<file path="config.mk">
export PLATFORM = sky130hd
export DESIGN_NAME = msx_audio_decimator
export DESIGN_NICKNAME = d
export VERILOG_FILES = /design/src/rtl/msx_audio_decimator.sv
export SDC_FILE = /design/constraint.sdc
export NUM_CORES = 1
export LEC_CHECK = 0
export ABC_AREA = 1
export BUFFER_PORTS_ARGS = -buffer_cell sky130_fd_sc_hd__buf_2
export CAP_MARGIN = 25
export CORE_MARGIN = 2
export CORE_UTILIZATION = 57
export DETAILED_ROUTE_END_ITERATION = 10
export PLACE_DENSITY = 0.78
export SLEW_MARGIN = 5
export SYNTH_ARGS = -nofsm -noshare
export SYNTH_HDL_FRONTEND = slang
export SYNTH_SLANG_ARGS = --single-unit
</file>
<file path="constraint.sdc">
create_clock -name clk -period 3.6 [get_ports clk]
set_input_delay 0.54 -clock clk [delete_from_list [all_inputs] [get_ports clk]]
set_output_delay 0.54 -clock clk [all_outputs]
set_load 0.01 [all_outputs]
</file>
<file path="src/rtl/msx_audio_decimator.sv">
// Stereo audio output stage: one-pole low-pass at clock rate, fractional-N
// decimation to SAMPLE_RATE, DC blocker, and a valid/ready output register.
module msx_audio_decimator #(
  parameter int unsigned sysCLK      = 21477270,
  parameter int unsigned SAMPLE_RATE = 48000,
  parameter int unsigned LP_SHIFT    = 6,
  parameter int unsigned DC_SHIFT    = 9
) (
  input  logic               clk,
  input  logic               reset_n,
  input  logic signed [15:0] audio_L,
  input  logic signed [15:0] audio_R,
  input  logic               mute,
  output logic signed [15:0] out_L,
  output logic signed [15:0] out_R,
  output logic               out_valid,
  input  logic               out_ready,
  output logic [7:0]         overrun_cnt
);
  localparam int unsigned LP_W    = 16 + LP_SHIFT;
  localparam logic [32:0] PH_STEP = 33'(SAMPLE_RATE);
  localparam logic [32:0] PH_WRAP = 33'(sysCLK);

  function automatic logic signed [LP_W-1:0] lp_next(input logic signed [LP_W-1:0] lp,
                                                     input logic signed [15:0] x);
    return lp + LP_W'(x) - (lp >>> LP_SHIFT);
  endfunction

  function automatic logic signed [17:0] dc_next(input logic signed [15:0] s,
                                                 input logic signed [15:0] sp,
                                                 input logic signed [15:0] y);
    return 18'(s) - 18'(sp) + 18'(y) - 18'(y >>> DC_SHIFT);
  endfunction

  function automatic logic signed [15:0] sat16(input logic signed [17:0] d);
    if (d > 18'sd32767)       return 16'sh7fff;
    else if (d < -18'sd32768) return 16'sh8000;
    else                      return d[15:0];
  endfunction

  logic [31:0]            ph_p0;
  logic [32:0]            ph_sum;
  logic                   tick_p0;
  logic signed [LP_W-1:0] lp_l_p0, lp_r_p0;
  logic signed [15:0]     x_l, x_r, s_l, s_r;
  logic signed [15:0]     sp_l_p1, sp_r_p1, y_l_p1, y_r_p1;
  logic                   vld_p1;

  assign ph_sum = {1'b0, ph_p0} + PH_STEP;
  assign x_l    = mute ? 16'sh0 : audio_L;
  assign x_r    = mute ? 16'sh0 : audio_R;
  // lp holds value * 2^LP_SHIFT, so its top 16 bits are the filter output
  assign s_l    = lp_l_p0[LP_W-1 -: 16];
  assign s_r    = lp_r_p0[LP_W-1 -: 16];

  // Stage p0: phase accumulator tick and clock-rate low-pass
  always_ff @(posedge clk or negedge reset_n) begin
    if (!reset_n) begin
      ph_p0   <= '0;
      tick_p0 <= 1'b0;
      lp_l_p0 <= '0;
      lp_r_p0 <= '0;
    end else begin
      if (ph_sum >= PH_WRAP) begin
        ph_p0   <= 32'(ph_sum - PH_WRAP);
        tick_p0 <= 1'b1;
      end else begin
        ph_p0   <= ph_sum[31:0];
        tick_p0 <= 1'b0;
      end
      lp_l_p0 <= lp_next(lp_l_p0, x_l);
      lp_r_p0 <= lp_next(lp_r_p0, x_r);
    end
  end

  // Stage p1: DC blocker, advanced once per output tick
  always_ff @(posedge clk or negedge reset_n) begin
    if (!reset_n) begin
      vld_p1  <= 1'b0;
      sp_l_p1 <= '0;
      sp_r_p1 <= '0;
      y_l_p1  <= '0;
      y_r_p1  <= '0;
    end else begin
      vld_p1 <= tick_p0;
      if (tick_p0) begin
        sp_l_p1 <= s_l;
        sp_r_p1 <= s_r;
        y_l_p1  <= sat16(dc_next(s_l, sp_l_p1, y_l_p1));
        y_r_p1  <= sat16(dc_next(s_r, sp_r_p1, y_r_p1));
      end
    end
  end

  // Stage p2: output holding register; a held sample wins over a new one
  always_ff @(posedge clk or negedge reset_n) begin
    if (!reset_n) begin
      out_L       <= '0;
      out_R       <= '0;
      out_valid   <= 1'b0;
      overrun_cnt <= '0;
    end else if (vld_p1 && (!out_valid || out_ready)) begin
      out_L     <= y_l_p1;
      out_R     <= y_r_p1;
      out_valid <= 1'b1;
    end else if (vld_p1) begin
      if (overrun_cnt != 8'hff) overrun_cnt <= overrun_cnt + 8'd1;
    end else if (out_ready) begin
      out_valid <= 1'b0;
    end
  end
endmodule

</file>
==> summary.md, run 1 <==
| Metric | Value |
|---|---|
| Largest family of logic cells by synthesized area | adder cells |
| Sw power | between 8 and 9 mW |
| Iter 0 DRT Violations | 691 |
| R2r startpoint | lp_r_p0[15]$_DFF_PN0_ |
| Largest net degree at the start of global routing | 96 |
| Final worst path period need | 3.495 ns |
| Nets | 2223 |
| Commonest non-fill, non-tap cell in the layout | nand2_1 |
| Most frequent cells in the layout | nand2_1 (468), inv_1 (360), dfrtp_1 (180), nor2_1 (116) |
| Critical path's largest stage delay | 0.54 ns |
| Power Total | 16.39 mW |
| Starting density of the core | 58.35% |
| Worst Path Arrival | ~3.8 ns |
| Vias in the first global route | 12110 |
| Post-synthesis cell type count | 46 |
| Hold Path Class | in2async |
| Max Cap Viol | 0 |
| Net Sw Frac | roughly half |
| Reg power frac | 16.2% |
| Static leakage | approximately 9.0 nW |
| GR Overflow Total | 0 |
| Fraction of layout cells with a size suffix above 1 | a little under an eighth |
| Root buf cell | clkbuf_16 |
| IO buf count | 76 |
| CP max-delay cell | fa_1 |
| Synthesis Warnings | 0 |
| Sequential area share after synthesis | 30.91% |
| Compound-gate portion of the synthesized area | ~9.8% |
| Clock transition at path regs | 0.08 ns |
| Worst-path maximum fanout | 6 |
| DRT Pass-1 Iters | 7 |
| CP Class | reg2reg |
| Area Growth Syn to Fin | 12.18% |
| Combinational share of power | 72.3% |
| Mux cell area share after synthesis | 0.2293% |
| Htree depth | 4 |
| Crit path required time | 3.94 ns |
| Post-Layout Inst Area | approximately 17000 um^2 |
| Clk sinks | ~180 |
| TNS Setup | 0 ns |
| IO Pins | slightly below 80 |
| Synth area leader | dfrtp_1 |
| Area post-placement | 15770 um^2 |
| Worst Skew | 0.01871 ns |
| Final setup fails | 0 |
| Clk_lat worst skew | 0.45 ns |
| Post-DP HPWL | 27700 um |
| GP Congestion | about 0.94 |
| First-pass GRT wire length | slightly below 60000 um |
| Synth Area in Adders | 21.72% |
| CTS tree | done |
| Synth top area share | 30.91% |
| Worst IR Drop VDD | 447.1 uV |
| Routed Antenna Nets | 0 |
| Critical path launch point type | register |
| Crit-path leading delay family | adder cells |
| Power Density | 991.3 nW/um^2 |
| Mapped Nets | 2109 |
| Achievable Freq | 0.2861 GHz |
| DRC violations left | 0 |
| Vias | 12220 |
| Synth Area in Simple Gates | 21.06% |
| Drt total wl | 35470 um |
| CP most frequent cell | inv_1 |
| Reg2reg end | y_r_p1[11]$_DFFE_PN0P_ |
| Outcome | completed |
| Flop2flop setup slack | ~0.11 ns |
| Total CTS buffers | 17 |
| Worst slew pin tran | just under 0.9 ns |
| Max-slew violation count | 0 |
| Reg2Reg Depth | 16 |
| Mean Syn Cell Area | 7.830 um^2 |
| WL/cell | 15.16 um |
| Post-Route Utilization | 65.45% |
| Die area | 27150 um^2 |
| GRT Util Overall | 27.24% |
| Fin crit share | roughly 97% |
| Die Ht | 164.8 um |
| Final hold vios | 0 |
| Synth Area in XOR/XNOR | 5.647% |
| Synth Register Bits | 182 |
| Core ar. | 25250 um^2 |
| Int Pwr | 8.077 mW |
| Vias/cell | 5.223 |
| Initial antenna violation count | 1 |
| Rows | slightly below 60 |
| Rel. slew slack | 40.43% |
| Clock tree buffer depth | 2 |
| CP Capture Type | register |
| Worst Path Buf+Inv | 4 |
| Mapped Cells | around 1900 |
| Clock power share | between 10% and 20% |
| RSZ-0062 raised after global routing | yes |
| Post-Syn Area | 14740 um^2 |
| Synth area leaders | dfrtp_1 (31%), fa_1 (15%), nand2_1 (12%) |
| Min Hold Slack | 0.1541 ns |
| Cells along the critical path | inv_1, fa_1, fa_1, inv_1, ha_1, nand2_1, inv_1, a21oi_1, nor2_1, nor2_1, nand2_1, xor2_2, nand2_2, a21oi_4, buf_6, a21oi_1 |
| Die X | roughly 160 um |
-- flip-flops by register name, summed over array words and instances (netlist names), 8 cells and up --
signal       flops
lp_l_p0         22
lp_r_p0         22
out_L           16
out_R           16
overrun_cnt      8
ph_p0           31
sp_l_p1         16
sp_r_p1         16
y_l_p1          16
y_r_p1          16
-- per-stage QoR --
stage               std cells  setup slack, ns
floorplan                1882          0.04920
global placement         2300          0.03172
CTS                      2332          0.03231
finish                   2340           0.1051
global route             2340          -0.1021
detailed placement       2300          0.03563
-- worst reg2reg max path, delay by kind of cell (launching register included) --
| kind | cells | cell delay (ns) |
|---|---|---|
| AOI/OAI and AO/OA | 3 | 0.50 |
| xor gates and xnor gates | 1 | 0.19 |
| adders and majority gates | 3 | 1.41 |
| buffers and inverters | 4 | 0.39 |
| DFF | 1 | 0.40 |
| and+or+nand+nor | 5 | 0.51 |
-- cells in the mapped netlist, drive strengths merged --
cell type	instances
o21ai	103
nor2	124
nand3b	8
a21o	10
nor4	2
xnor2	31
o211ai	3
clkbuf	19
mux2	3
a21oi	117
nand2	488
a21boi	3
ha	83
nor3	17
a211oi	3
o21bai	9
a221oi	2
fa	108
o31ai	3
o221ai	1
dfrtp	182
buf	13
a31oi	6
o211a	1
xor2	64
o21a	2
o2111ai	1
nand3	82
nand4	18
inv	373
o22ai	1
and2	2
-- kinds of logic after synthesis --
kind of cell	after synthesis
buffers and inverters	405
muxes	3
and+or+nand+nor	741
xor gates and xnor gates	95
AOI/OAI and AO/OA	265
adders and majority gates	191
DFF	182
-- worst max path at each step --
stage / endpoint / start / depth (start not counted) / slack, ns
6_report: y_r_p1[11]$_DFFE_PN0P_ / lp_r_p0[15]$_DFF_PN0_ / 16 / 0.11
3_5_place_dp: y_r_p1[11]$_DFFE_PN0P_ / lp_r_p0[6]$_DFF_PN0_ / 20 / 0.04
3_3_place_gp: y_l_p1[12]$_DFFE_PN0P_ / lp_l_p0[14]$_DFF_PN0_ / 14 / 0.03
4_1_cts: y_r_p1[11]$_DFFE_PN0P_ / lp_r_p0[6]$_DFF_PN0_ / 20 / 0.03
2_1_floorplan: y_r_p1[10]$_DFFE_PN0P_ / lp_r_p0[6]$_DFF_PN0_ / 20 / 0.05
5_1_grt: y_r_p1[1]$_DFFE_PN0P_ / lp_r_p0[8]$_DFF_PN0_ / 16 / -0.10
-- power by group through the flow --
stage | clock, mW | sequential [mW] | combinational (mW)
after floorplan | 0 | 2.67 | 8.28
after global placement | 0 | 2.68 | 11.0
after detailed placement | 0 | 2.69 | 11.2
after CTS | 1.90 | 2.65 | 11.4
after global routing | 1.99 | 2.68 | 13.4
final | 1.89 | 2.65 | 11.8
-- routing by layer --
layer / share of wire (%) / wire [um] / up-vias / GRT usage (%)
li1: - / - / 6062 / -
met1: 46 / 16360 / 5777 / 37.30
met2: 47 / 16740 / 325 / 45.32
met3: 4.2 / 1501 / 57 / 3.240
met4: 2.4 / 860 / 0 / 9.051
met5: 0 / 0 / - / 0
-- final cells by class --
cell class                      count  area, um^2
Fill cell                        2105        8725
Multi-Input combinational cell   1295        8722
Sequential cell                   182        4557
Inverter                          373        1403
Timing Repair Buffer              127       858.3
Clock buffer                       18       439.2
Tap cell                          330       412.9
Clock inverter                     14       135.1
Antenna cell                        1       2.502
-- repair_timing --
action,in CTS,in global routing
pin swaps,0,8
gates resized for setup,1,43
hold buffers,0,0
endpoints found under the setup margin,8,30
setup buffers,0,6
hold endpoints to repair,0,0
cloned,0,1
Power figures use the tool's default switching activity.
==> run 2: changes to the inputs <==
Settings changed: PLACE_DENSITY 0.78 to 0.83.
==> run 2 against run 1 <==
  * Register-to-register slack got worse by 0.04 ns
  * Final cell count about the same
  * Flip-flop and latch count stayed put
  * Global-route usage rose by 0.21 points
  * Highest routed layer unchanged
  * Clock skew down 0.0051 ns
  * Critical path type unchanged
  * Largest power group unchanged
  * Critical path depth stayed put
  * Final area is 0.95% higher
  * First-iteration DRC count increased by 26%
==> summary.md, run 2 (synthesis gave the netlist of run 1 again) <==
| Metric | Value |
|---|---|
| Outcome | completed (unchanged) |
| GP Congestion | 0.9357 (was 0.9402) |
| Non-Filler Instances | 2338 (was 2340) |
| Final worst path period need | 3.537 ns (was 3.495 ns) |
| Hold Path Class | in2async (unchanged) |
| Number of diodes | 0 (was 1) |
| Max-slew violation count | 0 (unchanged) |
| Routed Antenna Nets | 0 (unchanged) |
| CP most frequent cell | nand2_1 (was inv_1) |
| Post-CTS Hold Fix Bufs | 0 (unchanged) |
| CP Capture Type | register (unchanged) |
| Largest reg by FF count | ph_p0 (unchanged) |
| Final setup fails | 0 (unchanged) |
| Power Density | 1016 nW/um^2 (was 991.3 nW/um^2) |
| Achievable Freq | 0.2828 GHz (was 0.2861 GHz) |
| Post-DP HPWL | 27250 um (was 27700 um) |
| Area post-placement | 15700 um^2 (was 15770 um^2) |
| RSZ-0062 raised after global routing | yes (unchanged) |
| Die X | 164.8 um (unchanged) |
| CP max-delay cell | fa_1 (unchanged) |
| Nets | 2222 (was 2223) |
| Rel. slew slack | 44.02% (was 40.43%) |
| Critical path launch point type | register (unchanged) |
| GRT Util Overall | 27.45% (was 27.24%) |
| Clk sinks | 182 (unchanged) |
| Iter 0 DRT Violations | 873 (was 691) |
| Clk_lat worst skew | 0.45 ns (about the same) |
| Crit path required time | 3.93 ns (was 3.94 ns) |
| Rows | 58 (unchanged) |
| Worst slew pin tran | 0.8388 ns (was 0.8925 ns) |
| Static leakage | 8.986 nW (was 8.954 nW) |
| Area Growth Syn to Fin | 13.24% (was 12.18%) |
| Cell count after placement | 2293 (was 2300) |
| Clock tree buffer depth | 2 (unchanged) |
| Max Cap Viol | 0 (unchanged) |
| Vias | 12510 (was 12220) |
| IO Pins | 77 (unchanged) |
| Clock transition at path regs | 0.08 ns (about the same) |
| Cells along the critical path | buf_4, fa_1, fa_1, inv_1, ha_4, nand2_1, nor2_1, inv_1, nor3_1, nand2_1, nand2_1, xor2_2, nand2_4, a21oi_4, buf_6, a21oi_2 (was inv_1, fa_1, fa_1, inv_1, ha_1, nand2_1, inv_1, a21oi_1, nor2_1, nor2_1, nand2_1, xor2_2, nand2_2, a21oi_4, buf_6, a21oi_1) |
| Largest net degree at the start of global routing | 76 (was 96) |
| Total CTS buffers | 17 (unchanged) |
| CP Class | reg2reg (unchanged) |
| Fin crit share | 98.24% (was 97.08%) |
| Starting density of the core | 58.35% (unchanged) |
| Root buf cell | clkbuf_16 (unchanged) |
| Worst Path Arrival | 3.87 ns (was 3.83 ns) |
| Die area | 27150 um^2 (unchanged) |
| Initial antenna violation count | 0 (was 1) |
| GR Overflow Total | 0 (unchanged) |
| Critical path's largest stage delay | 0.53 ns (was 0.54 ns) |
| Worst-path maximum fanout | 8 (was 6) |
| Drt total wl | 35980 um (was 35470 um) |
| Commonest non-fill, non-tap cell in the layout | nand2_1 (unchanged) |
| Worst Path Buf+Inv | 4 (unchanged) |
| WL/cell | 15.39 um (was 15.16 um) |
| Worst Setup SP | y_r_p1[15]$_DFFE_PN0P_ (was lp_r_p0[15]$_DFF_PN0_) |
| Core ar. | 25250 um^2 (unchanged) |
| Vias in the first global route | 12500 (was 12110) |
| Vias/cell | 5.352 (was 5.223) |
| Htree depth | 4 (unchanged) |
| Fraction of layout cells with a size suffix above 1 | 12.80% (was 11.65%) |
| Crit-path leading delay family | adder cells (unchanged) |
| Worst Skew | 0.01358 ns (was 0.01871 ns) |
| CTS tree | done (unchanged) |
| Max reg flops | 31 (unchanged) |
| Post-Layout Inst Area | 16690 um^2 (was 16530 um^2) |
| Final hold vios | 0 (unchanged) |
| Die Ht | 164.8 um (unchanged) |
| Biggest regs | ph_p0 x31, lp_l_p0 x22, lp_r_p0 x22 (unchanged) |
| Worst IR Drop VDD | 573.2 uV (was 447.1 uV) |
| R2r startpoint | y_r_p1[15]$_DFFE_PN0P_ (was lp_r_p0[15]$_DFF_PN0_) |
| Most frequent cells in the layout | nand2_1 (463), inv_1 (356), dfrtp_1 (181), nor2_1 (116), fa_1 (107) (was nand2_1 (468), inv_1 (360), dfrtp_1 (180), nor2_1 (116)) |
| First-pass GRT wire length | 58850 um (was 58200 um) |
| DRT Pass-1 Iters | 5 (was 7) |
| IO buf count | 76 (unchanged) |
| DRC violations left | 0 (unchanged) |
## run 2: cell count changes in the layout (fill, tap and decap cells not counted), sizes merged
cell      before  now
clkbuf        19   18
bufinv         0    1
diode          1    0
inv          380  382
clkinvlp       4    1
buf          126  125
clkinv         3    4
## run 2: metal layers
layer | share of wire, % | up-vias | global-route usage [%]
met2 | 49 | 388 | 47.55
met4 | 2.6 | 0 | 9.012
li1 | - | 6060 | -
met3 | 4.9 | 77 | 2.988
met1 | 44 | 5989 | 36.18
met5 | 0 | - | 0
## run 2: cell type report
class	instances	area, um^2
multi-input cells	1295	8881
flip-flops and latches	182	4556
clock inverters	15	178.9
repair buffers	126	829.5
inverters	373	1403
clock buffers	17	425.4
well taps	330	412.9
fillers	2003	8568
## run 2: final timing paths
check	to	slack, ns	cells after the start
max	y_r_p1[12]$_DFFE_PN0P_	0.06	16
min	lp_r_p0[5]$_DFF_PN0_	0.09	1
max reg2reg	y_r_p1[12]$_DFFE_PN0P_	0.06	16
min reg2reg	out_L[13]$_DFFE_PN0P_	0.48	2
max in group asynchronous	lp_l_p0[11]$_DFF_PN0_	2.49	2
min in group clk	out_valid$_DFFE_PN0P_	0.39	4
## run 2: timing repair
action	in CTS	in global routing
gates resized for setup	13	70
pin swaps	2	19
endpoints found under the setup margin	30	30
endpoints found under the hold margin	0	0
buffers inserted	0	11
gates cloned	2	0
## run 2: per-stage QoR
step / setup TNS, ns / utilization [%] / power (mW) / setup WS, ns / hold slack, ns
after floorplan: 0 / - / 10.95 / 0.04920 / 0.2444
after global placement: 0 / 62.17 / 13.45 / 0.02497 / 0.4607
after detailed placement: -0.9308 / 62.17 / 13.75 / -0.07344 / 0.4683
after CTS: 0 / 64.70 / 15.99 / 0.008799 / 0.1188
after global routing: -1.445 / 66.07 / 18.52 / -0.08289 / 0.1372
final: 0 / 66.07 / 16.96 / 0.06345 / 0.08889
## run 2: where the power goes
part | switching, mW | internal [mW]
Sequential | 0.209 | 2.45
Combinational | 7.49 | 4.85
Clock | 0.966 | 1.00
==> run 3: changes to the inputs <==
--- a/config.mk
+++ b/config.mk
@@ -9,6 +9,8 @@
 export BUFFER_PORTS_ARGS = -buffer_cell sky130_fd_sc_hd__buf_2
 export CAP_MARGIN = 25
+export CELL_PAD_IN_SITES_DETAIL_PLACEMENT = 1
+export CELL_PAD_IN_SITES_GLOBAL_PLACEMENT = 2
 export CORE_MARGIN = 2
-export CORE_UTILIZATION = 57
+export CORE_UTILIZATION = 34
 export DETAILED_ROUTE_END_ITERATION = 10
 export PLACE_DENSITY = 0.83
@@ -17,2 +19,3 @@
 export SYNTH_HDL_FRONTEND = slang
 export SYNTH_SLANG_ARGS = --single-unit
+export TNS_END_PERCENT = 5
==> constraint.sdc (replaced) <==
create_clock -name clk -period 3.6 [get_ports clk]
set_input_delay 0.36 -clock clk [delete_from_list [all_inputs] [get_ports clk]]
set_output_delay 0.36 -clock clk [all_outputs]
set_load 0.01 [all_outputs]
==> run 3 against run 2 <==
  * Flip-flop and latch count is the same
  * Register-to-register slack gained 0.03 ns
  * Final area grew 2.3%
  * First-iteration DRC count shrank 37%
  * Clock power grew 3%
  * Hold slack gained 0.053 ns
  * Clock-buffer cell count grew 1
  * Sequential share of layout area shrank 0.61 points
  * Global-route usage shrank 7.0 points
  * Die area grew 66%
  * Highest routed layer is now met5
==> summary.md, run 3 (synthesis gave the netlist of run 1 again) <==
| Metric | Value |
|---|---|
| Rel. slew slack | 45.13% (was 44.02%) |
| First-pass GRT wire length | 71120 um (was 58850 um) |
| Power Density | 997.3 nW/um^2 (was 1016 nW/um^2) |
| Worst IR Drop VDD | 594.8 uV (was 573.2 uV) |
| Vias | 12370 (was 12510) |
| Fill cell instance count of the final layout | 5239 (was 2003) |
| RSZ-0062 raised after global routing | yes (unchanged) |
| Clock transition at path regs | 0.08 ns (about the same) |
| Area Growth Syn to Fin | 15.84% (was 13.24%) |
| Core ar. | 42890 um^2 (was 25250 um^2) |
| IO buf count | 76 (unchanged) |
| GRT Util Overall | 20.49% (was 27.45%) |
| Biggest regs | ph_p0 x31, lp_l_p0 x22, lp_r_p0 x22 (unchanged) |
| Starting density of the core | 34.36% (was 58.35%) |
| Hold path cells | 4 |
| Largest reg by FF count | ph_p0 (unchanged) |
| Initial antenna violation count | 2 (was 0) |
| IO Pins | 77 (unchanged) |
| Number of diodes | 0 (unchanged) |
| Final hold vios | 0 (unchanged) |
| Final setup fails | 0 (unchanged) |
| DRT Pass-1 Iters | 5 (unchanged) |
| Worst Skew | 0.01392 ns (was 0.01358 ns) |
| Largest net degree at the start of global routing | 85 (was 76) |
| Die Ht | 212.2 um (was 164.8 um) |
| GR Overflow Total | 0 (unchanged) |
| Clk_lat worst skew | 0.50 ns (was 0.45 ns) |
| Drt total wl | 43190 um (was 35980 um) |
| GP Congestion | 0.8868 (was 0.9357) |
| Hold Path Class | in2reg (was in2async) |
| Achievable Freq | 0.2849 GHz (was 0.2828 GHz) |
| Die X | 212.2 um (was 164.8 um) |
| Root buf cell | clkbuf_16 (unchanged) |
| Outcome | completed (unchanged) |
| DRC violations left | 0 (unchanged) |
| Max Cap Viol | 0 (unchanged) |
| CP Class | reg2reg (unchanged) |
| Total CTS buffers | 17 (unchanged) |
| Die area | 45020 um^2 (was 27150 um^2) |
| Commonest non-fill, non-tap cell in the layout | nand2_1 (unchanged) |
| Crit path required time | 3.98 ns (was 3.93 ns) |
| Fraction of layout cells with a size suffix above 1 | 13.17% (was 12.80%) |
| CP Capture Type | register (unchanged) |
| Iter 0 DRT Violations | 547 (was 873) |
| Clk sinks | 182 (unchanged) |
| Vias/cell | 4.749 (was 5.352) |
| Most frequent cells in the layout | nand2_1 (462), inv_1 (350), dfrtp_1 (180), nor2_1 (115), fa_1 (106) (was nand2_1 (463), inv_1 (356), dfrtp_1 (181), nor2_1 (116), fa_1 (107)) |
| Register area | 4557 um^2 (was 4556 um^2) |
| Final worst path period need | 3.510 ns (was 3.537 ns) |
| Max reg flops | 31 (unchanged) |
| Reg2Reg Depth | 19 (was 16) |
| Vias in the first global route | 13330 (was 12500) |
| TNS Setup | 0 ns (unchanged) |
| Fin crit share | 97.51% (was 98.24%) |
| Worst Path Arrival | 3.89 ns (was 3.87 ns) |
| Nets | 2234 (was 2222) |
| Multi-input logic area | 8823 um^2 (was 8881 um^2) |
| Worst-path maximum fanout | 8 (unchanged) |
| Static leakage | 9.038 nW (was 8.986 nW) |
| WL/cell | 16.58 um (was 15.39 um) |
| Routed Antenna Nets | 0 (unchanged) |
| Power Total | 17.02 mW (was 16.96 mW) |
| Post-DP HPWL | 34800 um (was 27250 um) |
| Rows | 76 (was 58) |
| Htree depth | 4 (unchanged) |
| Max-slew violation count | 0 (unchanged) |
| Min Hold Slack | 0.1416 ns (was 0.08889 ns) |
| Post-Route Utilization | 39.80% (was 66.07%) |
| Critical path launch point type | register (unchanged) |
| Worst slew pin tran | 0.8221 ns (was 0.8388 ns) |
| CTS tree | done (unchanged) |
| Clock tree buffer depth | 2 (unchanged) |
[run 3: cell types whose count changed in the layout (fill, tap and decap cells not counted), sizes merged]
cell         delta
buf            +11
bufinv          +1
clkbuf          +1
clkinv          -2
clkinvlp        +1
dlygate4sd3     +1
inv             -1
[run 3: timing repair]
action                                  in CTS  in global routing
pin swaps                                    3                 15
hold buffers                                 1                  0
hold endpoints to repair                    74                  0
endpoints found under the setup margin      30                 30
buffers inserted                             1                  8
resized for setup                           20                 56
gates cloned                                 1                  0
[run 3: path summary, 6_finish.rpt]
path,startpoint,endpoint,slack [ns]
worst max-delay path,lp_l_p0[6]$_DFF_PN0_,y_l_p1[2]$_DFFE_PN0P_,0.09
max in group asynchronous,reset_n,ph_p0[16]$_DFF_PN0_,2.17
worst min register to register,out_R[7]$_DFFE_PN0P_,out_R[7]$_DFFE_PN0P_,0.48
min in group asynchronous,reset_n,sp_l_p1[15]$_DFFE_PN0P_,0.47
worst min-delay path,out_ready,out_valid$_DFFE_PN0P_,0.14
worst max register to register,lp_l_p0[6]$_DFF_PN0_,y_l_p1[2]$_DFFE_PN0P_,0.09
[run 3: stage by stage]
step	cell area (um^2)	instances	setup slack, ns
detailed placement	16150	2562	-0.06496
global route	17070	2605	-0.1467
CTS	16840	2597	-0.009164
finish	17070	2605	0.08971
global placement	16150	2562	0.02501
floorplan	14740	1882	0.04920
[run 3: where the power goes]
part	switching (mW)	leakage (nW)	total, mW	internal [mW]
registers	0.224	2.39	2.67	2.45
logic	7.47	6.37	12.3	4.87
clock network	0.978	0.284	2.02	1.04
[run 3: critical path: stages, from the launching register on]
cell	delay (ns)
dfrtp_1	0.41
fa_1	0.55
inv_1	0.06
fa_1	0.42
inv_1	0.07
ha_2	0.19
inv_1	0.06
fa_2	0.36
o21ai_2	0.12
buf_4	0.13
nand4_1	0.10
nand2_2	0.11
nand3_2	0.08
nand2_1	0.09
nand2_2	0.06
nand2_1	0.06
nand4_1	0.13
nand2_4	0.17
buf_12	0.14
a21oi_1	0.07
[run 3: final cells by class]
type / count / share of cell area [%]
multi-input cells: 1295 / 51.69
flip-flops and latches: 182 / 26.70
inverters: 373 / 8.217
repair buffers: 138 / 5.666
well taps: 585 / 4.288
clock buffers: 18 / 2.514
clock inverters: 14 / 0.9309
[run 3: per-layer routing]
| metal | track usage [%] | share of wire [%] | wire, um |
|---|---|---|---|
| met1 | 27.58 | 48 | 20860 |
| met2 | 33.58 | 47 | 20430 |
| met3 | 3.560 | 2.3 | 990 |
| met4 | 6.411 | 2.1 | 895 |
| met5 | 0 | 0.030 | 13 |
